[src/rtl/fifo_serializer_pkg.sv]
// Shared types for the FIFO drain serializer: FSM state encoding.
package fifo_ser_pkg;
   localparam int STATE_W = 2;

   typedef enum logic [STATE_W-1:0] {
      IDLE    = 2'd0,
      POP     = 2'd1,
      CAPTURE = 2'd2,
      SHIFT   = 2'd3
   } state_t;
endpackage

[src/rtl/fifo_serializer_if.sv]
// FIFO read side plus valid/ready serial stream, seen from the serializer (master).
interface fifo_serializer_if #(
   parameter int DATA_WIDTH = 8
) ();
   logic                  fifo_empty;
   logic                  fifo_pop;
   logic [DATA_WIDTH-1:0] fifo_data;
   logic                  ser_data;
   logic                  ser_valid;
   logic                  ser_ready;
   logic                  ser_first;
   logic                  ser_last;

   modport master (
      input  fifo_empty, fifo_data, ser_ready,
      output fifo_pop, ser_data, ser_valid, ser_first, ser_last
   );

   modport slave (
      output fifo_empty, fifo_data, ser_ready,
      input  fifo_pop, ser_data, ser_valid, ser_first, ser_last
   );
endinterface

[src/rtl/fifo_serializer.sv]
// Pops one word at a time from a synchronous FIFO and streams it out bit-serially
// with first/last framing on a valid/ready handshake.
module fifo_serializer
   import fifo_ser_pkg::*;
#(
   parameter int  DATA_WIDTH = 8,
   parameter bit  MSB_FIRST  = 1'b0,
   localparam int CNT_WIDTH  = $clog2(DATA_WIDTH)
) (
   input  logic                  clk,
   input  logic                  reset,
   fifo_serializer_if.master     bus,
   output logic                  busy
);
   localparam logic [CNT_WIDTH-1:0] LAST_CNT = CNT_WIDTH'(DATA_WIDTH - 1);

   state_t                  state_reg, state_next;
   logic [DATA_WIDTH-1:0]   shreg_reg, shreg_next;
   logic [CNT_WIDTH-1:0]    cnt_reg, cnt_next;

   always_ff @(posedge clk or posedge reset) begin
      if (reset) begin
         state_reg <= IDLE;
         shreg_reg <= '0;
         cnt_reg   <= '0;
      end else begin
         state_reg <= state_next;
         shreg_reg <= shreg_next;
         cnt_reg   <= cnt_next;
      end
   end

   // The counter saturates at LAST_CNT on the final beat; CAPTURE clears it for the next word.
   always_comb begin
      state_next = state_reg;
      shreg_next = shreg_reg;
      cnt_next   = cnt_reg;
      case (state_reg)
         IDLE: begin
            if (!bus.fifo_empty) state_next = POP;
         end
         POP: begin
            state_next = CAPTURE;
         end
         CAPTURE: begin
            shreg_next = bus.fifo_data;
            cnt_next   = '0;
            state_next = SHIFT;
         end
         SHIFT: begin
            if (bus.ser_ready) begin
               if (MSB_FIRST) shreg_next = {shreg_reg[DATA_WIDTH-2:0], 1'b0};
               else           shreg_next = {1'b0, shreg_reg[DATA_WIDTH-1:1]};
               if (cnt_reg == LAST_CNT) state_next = IDLE;
               else                     cnt_next   = cnt_reg + 1'b1;
            end
         end
         default: state_next = IDLE;
      endcase
   end

   // Every output decodes registered state only, so nothing depends on ser_ready combinationally.
   always_comb begin
      bus.fifo_pop  = 1'b0;
      bus.ser_valid = 1'b0;
      bus.ser_first = 1'b0;
      bus.ser_last  = 1'b0;
      bus.ser_data  = MSB_FIRST ? shreg_reg[DATA_WIDTH-1] : shreg_reg[0];
      busy          = (state_reg != IDLE);
      if (state_reg == POP) bus.fifo_pop = 1'b1;
      if (state_reg == SHIFT) begin
         bus.ser_valid = 1'b1;
         bus.ser_first = (cnt_reg == '0);
         bus.ser_last  = (cnt_reg == LAST_CNT);
      end
   end
endmodule

[src/flat_wrapper.sv]
// flat-port wrapper written by rule: the top's interface ports become plain ports
module fifo_serializer_flat import fifo_ser_pkg::*;
#(
   parameter int  DATA_WIDTH = 8,
   parameter bit  MSB_FIRST  = 1'b0,
   localparam int CNT_WIDTH  = $clog2(DATA_WIDTH)
)
  (clk, reset, busy, bus_fifo_empty, bus_fifo_data, bus_ser_ready, bus_fifo_pop, bus_ser_data, bus_ser_valid, bus_ser_first, bus_ser_last);
  fifo_serializer_if #(.DATA_WIDTH(DATA_WIDTH)) bus_i ();
  input  logic clk;
  input  logic reset;
  output logic busy;
  input wire logic [$bits(bus_i.fifo_empty)-1:0] bus_fifo_empty;
  input wire logic [$bits(bus_i.fifo_data)-1:0] bus_fifo_data;
  input wire logic [$bits(bus_i.ser_ready)-1:0] bus_ser_ready;
  output wire logic [$bits(bus_i.fifo_pop)-1:0] bus_fifo_pop;
  output wire logic [$bits(bus_i.ser_data)-1:0] bus_ser_data;
  output wire logic [$bits(bus_i.ser_valid)-1:0] bus_ser_valid;
  output wire logic [$bits(bus_i.ser_first)-1:0] bus_ser_first;
  output wire logic [$bits(bus_i.ser_last)-1:0] bus_ser_last;
  assign bus_i.fifo_empty = bus_fifo_empty;
  assign bus_i.fifo_data = bus_fifo_data;
  assign bus_i.ser_ready = bus_ser_ready;
  assign bus_fifo_pop = bus_i.fifo_pop;
  assign bus_ser_data = bus_i.ser_data;
  assign bus_ser_valid = bus_i.ser_valid;
  assign bus_ser_first = bus_i.ser_first;
  assign bus_ser_last = bus_i.ser_last;
  fifo_serializer #(.DATA_WIDTH(DATA_WIDTH), .MSB_FIRST(MSB_FIRST)) u_core (.clk(clk), .reset(reset), .bus(bus_i), .busy(busy));
endmodule
[config.mk]
export PLATFORM = sky130hd
export DESIGN_NAME = fifo_serializer_flat
export DESIGN_NICKNAME = d
export VERILOG_FILES = /design/src/rtl/fifo_serializer_pkg.sv /design/src/rtl/fifo_serializer_if.sv /design/src/rtl/fifo_serializer.sv /design/src/flat_wrapper.sv
export SDC_FILE = /design/constraint.sdc
export NUM_CORES = 1
export LEC_CHECK = 0
export ABC_AREA = 1
export BUFFER_PORTS_ARGS = -buffer_cell sky130_fd_sc_hd__buf_2
export CAP_MARGIN = 20
export CELL_PAD_IN_SITES_DETAIL_PLACEMENT = 1
export CELL_PAD_IN_SITES_GLOBAL_PLACEMENT = 2
export CORE_AREA = 2 2 55 57
export CTS_BUF_LIST = sky130_fd_sc_hd__clkbuf_4
export DETAILED_ROUTE_END_ITERATION = 10
export DIE_AREA = 0 0 57 59
export MAX_ROUTING_LAYER = met4
export PLACE_DENSITY_LB_ADDON = 0.1
export SLEW_MARGIN = 15
export SYNTH_ARGS = -nofsm -noshare
export SYNTH_HDL_FRONTEND = slang
export SYNTH_SLANG_ARGS = --single-unit
[constraint.sdc]
create_clock -name clk -period 1.7 [get_ports clk]
set_input_delay 0.17 -clock clk [delete_from_list [all_inputs] [get_ports clk]]
set_output_delay 0.17 -clock clk [all_outputs]
set_load 0.01 [all_outputs]
; After elaboration in Yosys (flattened, before gate mapping)
; Cells that the tools add are included.
; Widths: inputs -> output; s select.
[word_totals]
ff_bits = 13
output_inout_bits = 6
wordCells = 32
[op_classes]
add_sub_neg = 1
n_eq_ne = 8
mux = 13
reduce_logical = 7
[op_table]
columns = cell, n
row1 = $pmux 8 s2, 1
row2 = $mux 8, 1
row3 = $ne 2x2->1 const B, 4
row4 = $pmux 2 s4, 1
row5 = $mux 2, 3
row6 = $mux 3, 2
row7 = $pmux 3 s2, 1
row8 = $reduce_and 3->1, 2
row9 = $eq 2x2->1 const B, 2
row10 = $mux 1, 4
row11 = $reduce_bool 2->1, 2
row12 = $add 3x1->3 const B, 1
row13 = $eq 3x3->1 const B, 1
row14 = $logic_not 3->1, 1
row15 = $eq 2x1->1 const B, 1
row16 = $logic_not 2->1, 1
row17 = $reduce_and 2->1, 1

; Longest topological paths before layout
; Gate-level depths: netlist of run 1.
[logic_depth]
depth_word = 4
ltp_mapped = 7
depth_no_buf = 7

; Worst setup path before layout of run 1
; No wires, ideal clock.
[synth_path]
path_type = register to register
startpoint = reg u_core.state_reg[0]
endpoint = reg u_core.cnt_reg[1]
setup_time_ns = 0.117
t_arrival_ns = 1.150
path_slack_ns = 0.432
path_stages_with_launch = 7
path_buffers = 1
synth_period_minus_slack_ns = 1.268
path_cell_list = dfrtp_1 -> ha_1 -> inv_2 -> nand2_4 -> buf_6 -> nand3_1 -> nand2_1
[synth_via]
elab_chain_len = 3
word_cells_on_any_way = 7
[synth_rtl]
columns = item, line
row1 = from (decl), fifo_serializer.sv:17  ; state_t state_reg, state_next;
row2 = from (signal assigned), fifo_serializer.sv:27  ; state_reg <= state_next;
row3 = $eq 2x2->1, fifo_serializer.sv:38  ; case (state_reg)
row4 = $ne 2x2->1 (no source line) or $reduce_bool 2->1 (tied branches), --
row5 = $reduce_and 3->1 (no source line), --
row6 = to (signal assigned), fifo_serializer.sv:29  ; cnt_reg <= cnt_next;
row7 = to (decl), fifo_serializer.sv:19  ; logic [CNT_WIDTH-1:0] cnt_reg, cnt_next;
; Parallel ways exist; a longest one is shown, timed or not.
; A chain may end at the register's enable or synchronous reset.

; Final worst setup path of run 1
[layout_path]
startpoint = reg u_core.cnt_reg[1]
endpoint = out bus_ser_last
[layout_via]
elab_chain_len = 2
[layout_rtl]
columns = item, line
row1 = $eq 3x3->1, fifo_serializer.sv:74  ; bus.ser_last = (cnt_reg == LAST_CNT);
row2 = $mux 1, fifo_serializer.sv:71  ; if (state_reg == SHIFT) begin
row3 = to (decl), flat_wrapper.sv:20  ; output wire logic [$bits(bus_i.ser_last)-1:0] bus_ser_last;
; No other way between the ends.

==> flow_metrics.py, run 1 <==
metrics = {
    "run_status": {
        "outcome": "complete, no violations",
    },
    "cells_and_area": {
        "fin_area_um2": 948.4,
        "largest_reg_flops": 8,
        "antenna_cells": 0,
        "fin_util_pct": 35.00,
        "synthToLayoutAreaGrowth_pct": 19.18,
        "drive_gt1_share_pct": 20.16,
        "multi_input_area_um2": 406.6,
        "fillers": 358,
        "ff_latch_area_um2": 325.3,
        "final_nets": 150,
    },
    "hold_path": {
        "hold_path.class": "input port to flop",
    },
    "synthesis": {
        "synth-edff-count": 0,
        "synthTopCellsByCount": "nand2_1, nand3_1, dfrtp_1",
        "synth.most_common_cell": "nand2_1",
        "yosysUniqueCellTypes": 11,
        "synth_top_area_share_pct": 40.88,
        "synth_area_per_cell_um2": 7.368,
        "synth.area.top_cells": "dfrtp_1, nand2_1, ha_1",
        "synth_area_leader_cell": "dfrtp_1",
        "yosysWarnings": 0,
        "ys.flop_type": "dfrtp_1",
        "ys_async_sr_fraction_pct": 100.0,
        "synthCells": 108,
        "synth_fp_nets": 128,
        "synth-seq-area-share_pct": 40.88,
        "synth_area_um2": 795.8,
        "ys_ff_latch": 13,
    },
    "pwr": {
        "power_mw": 1.578,
        "powerDensity_nw_per_um2": 1664,
        "leakage_nw": 0.5826,
        "vdd_ir_drop_max_uv": 602.0,
    },
    "global_routing": {
        "grt_max_degree": 14,
        "first_global_vias": 716,
        "grt_pass1_wl_um": 3470,
        "grt_overflow": 0,
        "grt_use_total_pct": 14.06,
        "antenna_found_initial": 0,
    },
    "timing": {
        "setup_viol_count_final": 0,
        "hold_viol_final": 0,
        "fin_crit_sh_pct": 91.34,
        "slew_headroom_pct": 63.75,
        "period_needed_ps": 1553,
        "rsz0062_at_grt": "false",
        "fin_skew_ps": 1.569,
        "fmax_mhz": 644.0,
        "worst_pin_slew_ps": 543.2,
        "tns_ps": 0,
        "slew_viol_final": 0,
        "layout_setup_ws_ps": 147.2,
    },
    "placement": {
        "place.detailed.hpwl_um": 1487,
        "dp_slack_ps": 238.0,
        "place_area_um2": 908.4,
        "gp_congestion": 0.7507,
        "io_buffers": 17,
    },
    "floorplanning": {
        "die-area_um2": 3363,
        "ios": 18,
        "initial_utilization_pct": 29.36,
        "die_x_um": 57,
        "die_y_um": 59,
        "rows": 19,
        "core_area_um2": 2710,
    },
    "worst_setup_path": {
        "worstPathCellList": "ha_1, ha_1, nand2_1, inv_1, buf_2",
        "crit_type": "flop to primary output",
        "cp_max_fo": 4,
        "cp.required_ps": 1530,
        "cp-end-kind": "primary output",
        "crit_path_start_kind": "flop",
        "slowest_stage": "dfrtp_1",
        "arrival_ps": 1380,
        "slowest_delay_ps": 420,
        "path_common_cell": "ha_1",
    },
    "route": {
        "antenna_left": 0,
        "dr.pass1.iters": 3,
        "routed_wl_um": 1953,
        "viasPerCell": 4.444,
        "dr.first_iter.drc_count": 9,
        "drc_errors": 0,
        "wl_per_cell_um": 12.21,
        "route.vias.total": 711,
    },
    "cts": {
        "cts_buffer_depth": 2,
        "htree_levels": 1,
        "clock_sinks": 13,
        "clk_latency_ps": 280,
        "cts-root-buf": "clkbuf_4",
        "cts_buffers": 3,
        "clkTransAtPathRegs_ps": 90,
        "cts_tree": "yes",
    },
    "job": {
        "drv_cap": 0,
    },
}
[what timing repair did]
item                                    in CTS  in global routing
gates resized for setup                      0                  0
buffers inserted                             0                  0
endpoints found under the setup margin       0                  0
hold buffers                                 1                  0
endpoints found under the hold margin       13                  0
[area by class of cell]
type / instances / share of cell area [%]
clock buffer: 4 / 3.166
inverter: 12 / 4.749
multi-input combinational: 81 / 42.88
sequential: 13 / 34.30
tap: 31 / 4.090
timing repair buffer: 19 / 10.82
[worst paths after layout]
check | startpoint | endpoint | slack, ps | depth (start not counted)
hold / removal | bus_fifo_data[7] | u_core.shreg_reg[7] | 130 | 3
setup reg to reg | u_core.state_reg[0] | u_core.shreg_reg[6] | 210 | 6
setup / recovery | u_core.cnt_reg[1] | bus_ser_last | 150 | 5
min in group asynchronous | reset | u_core.shreg_reg[0] | 470 | 3
hold reg to reg | u_core.shreg_reg[7] | u_core.shreg_reg[7] | 520 | 2
max in group asynchronous | reset | u_core.shreg_reg[6] | 870 | 3
[cell families after synthesis]
group	after synthesis	synth area share, %
DFF	13	40.88
buffers and inverters	14	8.019
and+or+nand+nor	73	38.52
adders and majority gates	8	12.58
[worst max-delay path, delay by kind of cell, from the launching register on]
| family | cells | cell delay [ps] |
|---|---|---|
| AND/OR/NAND/NOR | 1 | 90 |
| buffers and inverters | 2 | 160 |
| flip-flops | 1 | 420 |
| adder cells (fa/ha/maj) | 2 | 440 |
[placed cells by master (no fill, tap or decap), drive strengths merged]
master,count
nand3,16
ha,8
nand2,55
nor2,2
dfrtp,13
clkbuf,4
buf,18
inv,12
dlygate4sd3,1
[where the power goes]
group	switching (mW)	internal, mW
logic	0.521	0.295
clock network	0.111	0.107
registers	0.0945	0.450
[per-stage QoR]
stage | hold WS, ps | std cells
after floorplan | 46.96 | 108
after global placement | 246.7 | 155
after detailed placement | 255.0 | 155
after CTS | 122.1 | 160
after global routing | 136.3 | 160
final | 133.2 | 160
[layer usage]
metal | routed length (µm) | track usage [%] | part of all wire [%]
met3 | 58 | 2.620 | 3.0
met2 | 854 | 19.87 | 44
met4 | 16 | 5.980 | 0.82
met5 | 0 | - | 0
met1 | 1023 | 19.67 | 52
Note: power is estimated with default switching activity, not from simulation.
==> inputs of run 2 (changes only) <==
- BUFFER_PORTS_ARGS: -buffer_cell sky130_fd_sc_hd__buf_2 -> not set
- CORE_AREA: 2 2 55 57 -> 2 2 46 69
- DIE_AREA: 0 0 57 59 -> 0 0 48 71
- DONT_BUFFER_PORTS: not set -> 1
==> flow_metrics.py, run 2 (synthesis results as in run 1) <==
metrics = {
    "run_status": {
        "outcome": "complete, no violations",
    },
    "timing": {
        "tns_ps": 0,
        "period_needed_ps": 1575,
        "fmax_mhz": 634.9,
        "hold_viol_final": 0,
        "hold_slack_ps": 34.38,
        "fin_skew_ps": 3.608,
        "rsz0062_at_grt": "false",
        "slew_headroom_pct": 63.30,
        "worst_pin_slew_ps": 549.9,
        "setup_viol_count_final": 0,
        "fin_crit_sh_pct": 92.65,
        "slew_viol_final": 0,
    },
    "pwr": {
        "vdd_ir_drop_max_uv": 609.2,
        "powerDensity_nw_per_um2": 1722,
        "leakage_nw": 0.5188,
    },
    "placement": {
        "dpl.cell_count": 148,
        "gp_congestion": 0.7202,
        "place.detailed.hpwl_um": 1430,
        "io_buffers": 0,
        "place_area_um2": 848.3,
    },
    "cells_and_area": {
        "final_nets": 135,
        "fin_area_um2": 890.9,
        "largest_reg_flops": 8,
        "multi_input_area_um2": 409.1,
        "synthToLayoutAreaGrowth_pct": 11.95,
        "antenna_cells": 0,
        "ff_latch_area_um2": 325.3,
        "fin_util_pct": 31.23,
        "drive_gt1_share_pct": 10.53,
        "mostFrequentLayoutCell": "nand2_1",
        "final_cell_mix": "nand2_1, nand3_1, dfrtp_1",
        "fin_cells": 153,
        "fillers": 364,
    },
    "cts": {
        "htree_levels": 1,
        "clk_latency_ps": 270,
        "cts-root-buf": "clkbuf_4",
        "cts_tree": "yes",
        "cts_buffers": 3,
        "clkTransAtPathRegs_ps": 90,
        "cts_buffer_depth": 2,
        "cts_setup_buffers": 0,
        "clock_sinks": 13,
    },
    "floorplanning": {
        "die-area_um2": 3408,
        "core_area_um2": 2853,
        "die_x_um": 48,
        "initial_utilization_pct": 27.89,
        "ios": 18,
        "rows": 24,
        "die_y_um": 71,
    },
    "global_routing": {
        "grt_use_total_pct": 13.41,
        "antenna_found_initial": 0,
        "grt_max_degree": 14,
        "grt_overflow": 0,
        "grt_pass1_wl_um": 3167,
        "first_global_vias": 715,
    },
    "route": {
        "antenna_left": 0,
        "drt-met1-wl_um": 844,
        "dr_wl_met2_um": 916,
        "routed_wl_um": 1860,
        "route.vias.total": 689,
        "dr.pass1.iters": 4,
        "wl_per_cell_um": 12.16,
        "top_layer": "met4",
        "drc_errors": 0,
        "viasPerCell": 4.503,
        "wl_met3_um": 77,
        "dr.first_iter.drc_count": 14,
    },
    "worst_setup_path": {
        "cp_max_fo": 6,
        "arrival_ps": 1410,
        "crit_type": "flop to primary output",
        "slowest_delay_ps": 420,
        "slowest_stage": "dfrtp_1",
        "cp.required_ps": 1530,
        "ff2ff_path_depth": 6,
        "crit_path_start_kind": "flop",
        "cp-end-kind": "primary output",
        "worstPathCellList": "ha_2, buf_4, nand2_1, nor2_1",
    },
    "hold_path": {
        "holdPathStages": 2,
        "hold_path.class": "input port to flop",
    },
    "job": {
        "drv_cap": 0,
    },
}
run 2: cell count changes in the layout (fill, tap and decap cells not counted), sizes merged:
cell	previous run	this run
buf	18	3
run 2: cell type report:
class | instances | share of cell area (%)
multi-input combinational | 81 | 45.93
sequential | 13 | 36.52
tap | 39 | 5.478
inverter | 12 | 5.056
timing repair buffer | 4 | 3.652
clock buffer | 4 | 3.371
run 2: repair_timing:
| item | CTS | global route |
|---|---|---|
| hold buffers | 1 | 0 |
| setup endpoints to repair | 1 | 0 |
| resized for setup | 1 | 0 |
| hold endpoints to repair | 13 | 0 |
run 2: path summary, 6_finish.rpt:
check | end | startpoint | slack [ps]
setup / recovery | bus_ser_first | u_core.state_reg[0] | 120
hold / removal | u_core.shreg_reg[7] | bus_fifo_data[7] | 30
setup reg to reg | u_core.shreg_reg[0] | u_core.state_reg[0] | 360
hold reg to reg | u_core.shreg_reg[2] | u_core.shreg_reg[2] | 520
max in group asynchronous | u_core.shreg_reg[1] | reset | 950
min in group asynchronous | u_core.shreg_reg[7] | reset | 380
run 2: metrics by stage:
step / power, mW / setup slack, ps
after floorplan: 1.157 / 432.2
after global placement: 1.345 / 295.4
after global routing: 1.735 / 31.94
after detailed placement: 1.349 / 260.7
after CTS: 1.581 / 80.50
final: 1.534 / 124.9
run 2: critical path, delay by kind of cell, from the launching register on:
kind,cells,cell delay (ps)
buffers and inverters,1,170
AND/OR/NAND/NOR,2,230
flip-flops,1,420
adder cells (fa/ha/maj),1,300
run 2: power by group:
part	internal [mW]	switching, mW	total (mW)
Combinational	0.280	0.490	0.770
Sequential	0.450	0.0989	0.549
Clock	0.107	0.109	0.215
run 2: layer usage:
layer | up-vias | global-route usage [%]
met3 | 2 | 3.316
met2 | 12 | 21.04
li1 | 344 | -
met4 | 0 | 5.405
met1 | 331 | 15.74
met5 | - | -
==> inputs of run 3 (changes only) <==
- BUFFER_PORTS_ARGS: not set -> -buffer_cell sky130_fd_sc_hd__buf_2
- DONT_BUFFER_PORTS: 1 -> not set
==> flow_metrics.py, run 3 (synthesis results as in run 1) <==
metrics = {
    "global_routing": {
        "first_global_vias": 756,
        "grt_pass1_wl_um": 3346,
        "grt_use_total_pct": 13.98,
        "antenna_found_initial": 0,
        "grt_max_degree": 14,
        "grt_overflow": 0,
    },
    "route": {
        "antenna_left": 0,
        "wl_per_cell_um": 11.77,
        "route.vias.total": 724,
        "dr.first_iter.drc_count": 8,
        "drc_errors": 0,
        "viasPerCell": 4.284,
        "dr.pass1.iters": 3,
        "routed_wl_um": 1989,
    },
    "floorplanning": {
        "core_area_um2": 2853,
        "die_y_um": 71,
        "initial_utilization_pct": 27.89,
        "die-area_um2": 3408,
        "rows": 24,
        "die_x_um": 48,
        "ios": 18,
    },
    "cells_and_area": {
        "fin_cells": 169,
        "mostFrequentLayoutCell": "nand2_1",
        "final_cell_mix": "nand2_1, buf_2, nand3_1",
        "drive_gt1_share_pct": 21.54,
        "final_nets": 151,
        "synthToLayoutAreaGrowth_pct": 21.70,
        "largest_reg_flops": 8,
        "antenna_cells": 0,
    },
    "worst_setup_path": {
        "endpoint": "bus_ser_first",
        "crit_type": "flop to primary output",
        "cp-end-kind": "primary output",
        "slowest_stage": "dfrtp_1",
        "r2r_end": "u_core.cnt_reg[0]",
        "arrival_ps": 1380,
        "crit_buf_inv": 2,
        "ff2ff_setup_slack_ps": 330,
        "crit_path_start_kind": "flop",
        "cp.required_ps": 1530,
        "cp_max_fo": 7,
        "slowest_delay_ps": 420,
        "path_depth": 5,
        "worstPathCellList": "ha_2, buf_4, nand2_1, nor2_1, buf_2",
        "crit_family": "flip-flops",
        "startpoint": "u_core.state_reg[1]",
        "r2r_start": "u_core.state_reg[0]",
        "ff2ff_path_depth": 6,
    },
    "timing": {
        "fin_crit_sh_pct": 91.27,
        "worst_pin_slew_ps": 549.1,
        "hold_slack_ps": 128.9,
        "fin_skew_ps": 1.537,
        "hold_viol_final": 0,
        "rsz0062_at_grt": "false",
        "fmax_mhz": 644.5,
        "setup_viol_count_final": 0,
        "slew_headroom_pct": 63.35,
        "slew_viol_final": 0,
        "tns_ps": 0,
        "period_needed_ps": 1552,
    },
    "placement": {
        "io_buffers": 17,
        "place.detailed.hpwl_um": 1578,
        "dpl.cell_count": 164,
        "gp_congestion": 0.7347,
    },
    "pwr": {
        "power_mw": 1.595,
        "leakage_nw": 0.5860,
        "vdd_ir_drop_max_uv": 664.1,
        "powerDensity_nw_per_um2": 1647,
    },
    "run_status": {
        "outcome": "complete, no violations",
    },
    "cts": {
        "htree_levels": 1,
        "cts-root-buf": "clkbuf_4",
        "cts_buffers": 3,
        "cts_buffer_depth": 2,
        "clock_sinks": 13,
        "clkTransAtPathRegs_ps": 90,
        "clk_latency_ps": 270,
        "cts_tree": "yes",
    },
    "hold_path": {
        "hold_path.class": "input port to flop",
    },
    "job": {
        "drv_cap": 0,
    },
}
[run 3: changes by cell type in the layout (fill, tap and decap cells not counted), sizes merged]
| cell | change |
|---|---|
| buf | +16 |
[run 3: worst min path at each step]
stage | from | endpoint | slack [ps] | depth (start not counted)
finish | bus_fifo_data[7] | u_core.shreg_reg[7] | 130 | 3
global route | bus_fifo_data[7] | u_core.shreg_reg[7] | 150 | 3
CTS | bus_fifo_data[7] | u_core.shreg_reg[7] | 130 | 3
detailed placement | reset | u_core.shreg_reg[7] | 250 | 2
global placement | reset | u_core.shreg_reg[7] | 250 | 2
floorplan | reset | u_core.cnt_reg[0] | 50 | 1
[run 3: what timing repair did]
action,CTS,global route
setup buffers,0,0
endpoints found under the setup margin,0,1
resized for setup,0,1
hold buffers,1,0
hold endpoints to repair,13,0
[run 3: worst min-delay path, cell delays in order]
cell and delay, ps:
buf_2 80, nand3_1 70, nand2_1 60
[run 3: area by class of cell]
type	instances	area, µm²
Inverter	12	45.04
Clock buffer	4	30.03
Tap cell	39	48.80
Multi-Input combinational cell	81	409.1
Sequential cell	13	325.3
Timing Repair Buffer	20	110.1
Fill cell	382	1884
[run 3: stage by stage]
| stage | instance area [µm²] | setup slack, ps | util [%] |
|---|---|---|---|
| floorplan | 795.8 | 432.2 | - |
| finish | 968.4 | 148.4 | 33.95 |
| global route | 968.4 | 32.54 | 33.95 |
| CTS | 965.9 | 87.48 | 33.86 |
| detailed placement | 925.9 | 252.5 | 32.46 |
| global placement | 925.9 | 330.2 | 32.46 |
[run 3: metal layers]
layer / share of wire [%] / vias up / wire length [µm] / track usage [%]
met2: 51 / 12 / 1020 / 22.22
met5: 0 / - / 0 / -
met4: 0.75 / 0 / 15 / 4.505
met1: 45 / 334 / 904 / 17.41
met3: 2.5 / 2 / 49 / 2.296
li1: - / 376 / - / -
[run 3: where the power goes]
part	total [mW]	internal [mW]	switching (mW)
registers	0.540	0.450	0.0908
logic	0.838	0.312	0.526
clock network	0.216	0.107	0.110
